`config.mk`:
```
export PLATFORM = sky130hd
export DESIGN_NAME = vx_pe_deserializer
export DESIGN_NICKNAME = d
export VERILOG_FILES = /design/src/rtl/vx_pe_deserializer.sv
export SDC_FILE = /design/constraint.sdc
export NUM_CORES = 1
export LEC_CHECK = 0
export BUFFER_PORTS_ARGS = -buffer_cell sky130_fd_sc_hd__clkbuf_2
export CORE_MARGIN = 3
export CORE_UTILIZATION = 38
export CTS_BUF_LIST = sky130_fd_sc_hd__clkbuf_4 sky130_fd_sc_hd__clkbuf_8 sky130_fd_sc_hd__clkbuf_16
export DETAILED_ROUTE_END_ITERATION = 6
export GPL_TIMING_DRIVEN = 0
export SETUP_SLACK_MARGIN = 0.3
export SLEW_MARGIN = 40
export SYNTH_ARGS = -nofsm -noshare
export SYNTH_HDL_FRONTEND = slang
export SYNTH_SLANG_ARGS = --single-unit
```
`constraint.sdc`:
```
create_clock -name clk -period 4.8 [get_ports clk]
set_input_delay 0.96 -clock clk [delete_from_list [all_inputs] [get_ports clk]]
set_output_delay 0.96 -clock clk [all_outputs]
set_load 0.02 [all_outputs]
```
`src/rtl/vx_pe_deserializer.sv`:
```
// Gathers BATCH narrow PE-result beats into one full-width lane packet.
// Two ping-pong slots let one packet assemble while the other waits to drain.
module vx_pe_deserializer #(
  parameter int NUM_LANES  = 4,
  parameter int NUM_PES    = 1,
  parameter int DATA_WIDTH = 32,
  parameter int TAG_WIDTH  = 1
) (
  input  logic                            clk,
  input  logic                            reset,
  input  logic                            valid_in,
  input  logic [NUM_PES*DATA_WIDTH-1:0]   data_in,
  input  logic [TAG_WIDTH-1:0]            tag_in,
  output logic                            ready_in,
  output logic                            valid_out,
  output logic [NUM_LANES*DATA_WIDTH-1:0] data_out,
  output logic [TAG_WIDTH-1:0]            tag_out,
  input  logic                            ready_out
);

  localparam int BATCH  = NUM_LANES / NUM_PES;
  localparam int IDX_W  = (BATCH > 1) ? $clog2(BATCH) : 1;
  localparam int BEAT_W = NUM_PES * DATA_WIDTH;
  localparam logic [IDX_W-1:0] LAST_IDX = IDX_W'(BATCH - 1);

  if (NUM_LANES % NUM_PES != 0) begin : g_bad_pes
    $error("vx_pe_deserializer: NUM_PES must divide NUM_LANES");
  end
  if (TAG_WIDTH < 1) begin : g_bad_tag
    $error("vx_pe_deserializer: TAG_WIDTH must be at least 1");
  end

  // Beat k of a packet fills lanes k*NUM_PES .. k*NUM_PES+NUM_PES-1, i.e. chunk k.
  typedef logic [BATCH-1:0][BEAT_W-1:0] slot_t;

  slot_t                 slot_data_q [2];
  slot_t                 slot_data_d [2];
  logic [TAG_WIDTH-1:0]  slot_tag_q  [2];
  logic [TAG_WIDTH-1:0]  slot_tag_d  [2];
  logic [1:0]            full_q, full_d;
  logic                  wr_slot_q, wr_slot_d;
  logic                  rd_slot_q, rd_slot_d;
  logic [IDX_W-1:0]      beat_idx_q, beat_idx_d;
  logic                  accept_s;
  logic                  drain_s;

  // Next-state: beat write into the assembling slot, packet completion and drain.
  always_comb begin
    slot_data_d = slot_data_q;
    slot_tag_d  = slot_tag_q;
    full_d      = full_q;
    wr_slot_d   = wr_slot_q;
    rd_slot_d   = rd_slot_q;
    beat_idx_d  = beat_idx_q;
    accept_s    = valid_in & ~full_q[wr_slot_q];
    drain_s     = full_q[rd_slot_q] & ready_out;

    if (accept_s) begin
      for (int k = 0; k < BATCH; k++) begin
        if (beat_idx_q == IDX_W'(k)) begin
          slot_data_d[wr_slot_q][k] = data_in;
        end else begin
          slot_data_d[wr_slot_q][k] = slot_data_q[wr_slot_q][k];
        end
      end
      if (beat_idx_q == {IDX_W{1'b0}}) begin
        slot_tag_d[wr_slot_q] = tag_in;
      end else begin
        slot_tag_d[wr_slot_q] = slot_tag_q[wr_slot_q];
      end
      if (beat_idx_q == LAST_IDX) begin
        full_d[wr_slot_q] = 1'b1;
        wr_slot_d         = ~wr_slot_q;
        beat_idx_d        = {IDX_W{1'b0}};
      end else begin
        beat_idx_d        = beat_idx_q + IDX_W'(1);
      end
    end else begin
      beat_idx_d = beat_idx_q;
    end

    // The writing slot is never full, so this never collides with the set above.
    if (drain_s) begin
      full_d[rd_slot_q] = 1'b0;
      rd_slot_d         = ~rd_slot_q;
    end else begin
      rd_slot_d         = rd_slot_q;
    end
  end

  // State registers; reset discards any partial or waiting packet.
  always_ff @(posedge clk or negedge reset) begin
    if (!reset) begin
      for (int s = 0; s < 2; s++) begin
        slot_data_q[s] <= {(BATCH*BEAT_W){1'b0}};
        slot_tag_q[s]  <= {TAG_WIDTH{1'b0}};
      end
      full_q     <= 2'b00;
      wr_slot_q  <= 1'b0;
      rd_slot_q  <= 1'b0;
      beat_idx_q <= {IDX_W{1'b0}};
    end else begin
      for (int s = 0; s < 2; s++) begin
        slot_data_q[s] <= slot_data_d[s];
        slot_tag_q[s]  <= slot_tag_d[s];
      end
      full_q     <= full_d;
      wr_slot_q  <= wr_slot_d;
      rd_slot_q  <= rd_slot_d;
      beat_idx_q <= beat_idx_d;
    end
  end

  assign ready_in  = ~full_q[wr_slot_q];
  assign valid_out = full_q[rd_slot_q];
  assign data_out  = slot_data_q[rd_slot_q];
  assign tag_out   = slot_tag_q[rd_slot_q];

endmodule

```
==> flow_metrics.py <==
metrics = {
    "status": {
        "status": "completed",
    },
    "synthesis": {
        "postSynthCellCount": 726,
        "synth_fp_nets": 767,
        "syn_area_per_cell_sq_um": 16.3,
        "synth-seq-cells": 264,
        "netlist_area_sq_mm": 0.0118,
        "synth_cell_types": 24,
        "yosysWarningCount": 0,
        "yosysSeqAreaShare_pct": 55.8,
    },
    "cells_and_area": {
        "n_fill_cell": 2674,
        "seq_area_sq_mm": 0.00661,
        "final_common_cell": "mux2_2",
        "final_cells": 1339,
        "nNetsFinal": 970,
        "drive_gt1_share_pct": 69.3,
        "area_delta_synth_final_pct": 20.7,
        "multi_input_area_sq_mm": 0.00485,
        "n_antenna_cell": 0,
        "layout_common_cells": "mux2_2, dfrtp_1, clkbuf_2",
    },
    "timing": {
        "rsz0062_at_grt": "false",
        "slew_headroom_pct": 61.5,
        "min_period_over_period_pct": 68.9,
        "tightest_slew_ns": 0.575,
        "drv_slew": 0,
        "fin_skew_ns": 0.00643,
        "fin_crit_ns": 3.31,
        "fmax_ghz": 0.302,
        "finalSetupViolCount": 0,
        "setup_ws_ns": 1.49,
        "hold_violations": 0,
    },
    "floorplanning": {
        "initial_core_util_pct": 39.2,
        "num_rows": 63,
        "die_width_um": 182,
        "die_y_um": 182,
        "dieArea_sq_mm": 0.0333,
        "io_pins": 168,
        "core_sq_mm": 0.0302,
    },
    "detailed_routing": {
        "drc": 0,
        "wire_per_inst_um": 21.9,
        "num_vias": 6694,
        "vias_per_cell": 5.00,
        "firstDrtPassIters": 4,
        "drt_iter0_markers": 223,
        "final_antenna_net_count": 0,
        "wirelength_um": 29400,
    },
    "place": {
        "dp_cells": 1287,
        "gp_congestion": 0.705,
        "port_buffers": 167,
        "pre_cts_ws_ns": 2.05,
        "place_hpwl_um": 19200,
    },
    "pwr": {
        "total_leakage_power_uw": 0.00673,
        "power_density_mw_per_mm2": 810,
        "vdd_drop_max_uv": 356,
    },
    "critical_path": {
        "worstPathRequired_ns": 3.84,
        "crit_arrival_ns": 2.35,
        "critPathTopFamily": "buffers and inverters",
        "crit_path_start_kind": "flip-flop",
        "crit_path_end_kind": "primary output",
        "critPathSlowestCell": "buf_2",
        "cpMostUsedCell": "buf_2",
        "path_max_fanout": 10,
        "critPathBufInv": 4,
        "max_stage_delay_ns": 0.45,
        "worstSetupPathType": "reg2out",
        "crit_path_cell_trace": "clkbuf_1, buf_2, buf_2, mux2_2, clkbuf_2",
    },
    "clocking": {
        "clock-sinks": 264,
        "clock_latency_ns": 0.54,
        "cts_inserted_buffers": 30,
        "cts_setup_buffers": 0,
        "cts_resized": 0,
        "htree_levels": 1,
        "ctsLongestPathBuffers": 3,
        "cts-root-buf": "clkbuf_16",
        "path_clk_slew_ns": 0.06,
        "tritoncts": "yes",
        "postCtsHoldBufs": 0,
    },
    "grt": {
        "grt_first_pass_wirelength_um": 44900,
        "grt_pass1_vias": 7103,
        "grt_overflow": 0,
        "gr-usage-all-layers_pct": 17.5,
        "grt_max_degree": 65,
        "antenna_found_initial": 1,
    },
    "min_path": {
        "hold_path.class": "in2async",
    },
    "flow_run": {
        "cap_violations": 0,
    },
}
==> final timing paths <==
check,startpoint,to,slack (ns),depth (start not counted)
setup / recovery,rd_slot_q,data_out[112],1.49,5
hold / removal,reset,slot_data_q[120],0.33,1
setup reg to reg,beat_idx_q[0],slot_data_q[243],2.79,5
hold reg to reg,slot_data_q[250],slot_data_q[250],0.49,1
max in group asynchronous,reset,slot_data_q[165],3.21,4
min in group clk,slot_data_q[250],slot_data_q[250],0.49,1
==> cells in the mapped netlist (all sizes together) <==
cell	count	share of area, %
clkbuf	1	0.032
nand4b	1	0.074
a21oi	1	0.042
nor2	4	0.15
mux2	390	39
nand2b	2	0.11
nor3	1	0.14
a31oi	1	0.053
dfrtp	264	56
inv	2	0.063
ha	4	0.42
o21ai	1	0.042
a21o	1	0.063
nand2	5	0.22
mux2i	1	0.085
and3	4	0.21
buf	42	3.1
and3b	1	0.085
==> worst register-to-register path: stages (launching register included) <==
cell and delay [ns]:
dfrtp_1 0.41, ha_1 0.28, nand2_1 0.13, nor3_4 0.46
buf_6 0.27, mux2_2 0.35
==> layer usage <==
layer,share of wire [%],GRT usage (%),up-vias
met5,0.031,0,-
met4,1.6,2.96,2
met3,5.1,3.79,34
met2,46,27.8,142
met1,48,25.3,3503
li1,-,-,3013
==> layout make-up <==
| type | count | area share, % |
|---|---|---|
| Clock buffer | 45 | 6.65 |
| Timing Repair Buffer | 171 | 6.68 |
| Buffer | 43 | 2.57 |
| Clock inverter | 7 | 0.420 |
| Tap cell | 390 | 3.42 |
| Multi-Input combinational cell | 417 | 34.0 |
| Sequential cell | 264 | 46.3 |
| Inverter | 2 | 0.0526 |
==> stage by stage <==
stage	hold WS, ns	total power [uW]	utilization, %	instance area, sq um	TNS (ns)
6_report	0.325	11600	47.3	14300	0
5_1_grt	0.327	12200	47.3	14300	0
4_1_cts	0.312	11700	47.3	14300	0
3_5_place_dp	0.473	9360	44.0	13300	0
3_3_place_gp	0.464	9280	43.6	13200	-790.69
2_1_floorplan	0.454	7630	-	11800	0
==> cell families after synthesis <==
kind of cell | Yosys count | synth area share, %
AOI/OAI and AO/OA | 4 | 0.201
adders and majority gates | 4 | 0.423
buffers and inverters | 45 | 3.16
DFF | 264 | 55.8
muxes | 391 | 39.4
and+or+nand+nor | 18 | 0.984
==> flip-flops by register name (all words and copies together), names as in the netlist <==
| register | cells |
|---|---|
| slot_data_q | 256 |
| slot_tag_q | 2 |
| full_q | 2 |
| wr_slot_q | 1 |
| beat_idx_q | 2 |
| rd_slot_q | 1 |
==> power breakdown <==
group / switching, uW / internal [uW] / leakage [uW]
combinational: 2790 / 2610 / 0.00302
sequential: 535 / 3340 / 0.00320
clock: 893 / 1400 / 0.000513
Note: power is estimated with default switching activity, not from simulation.
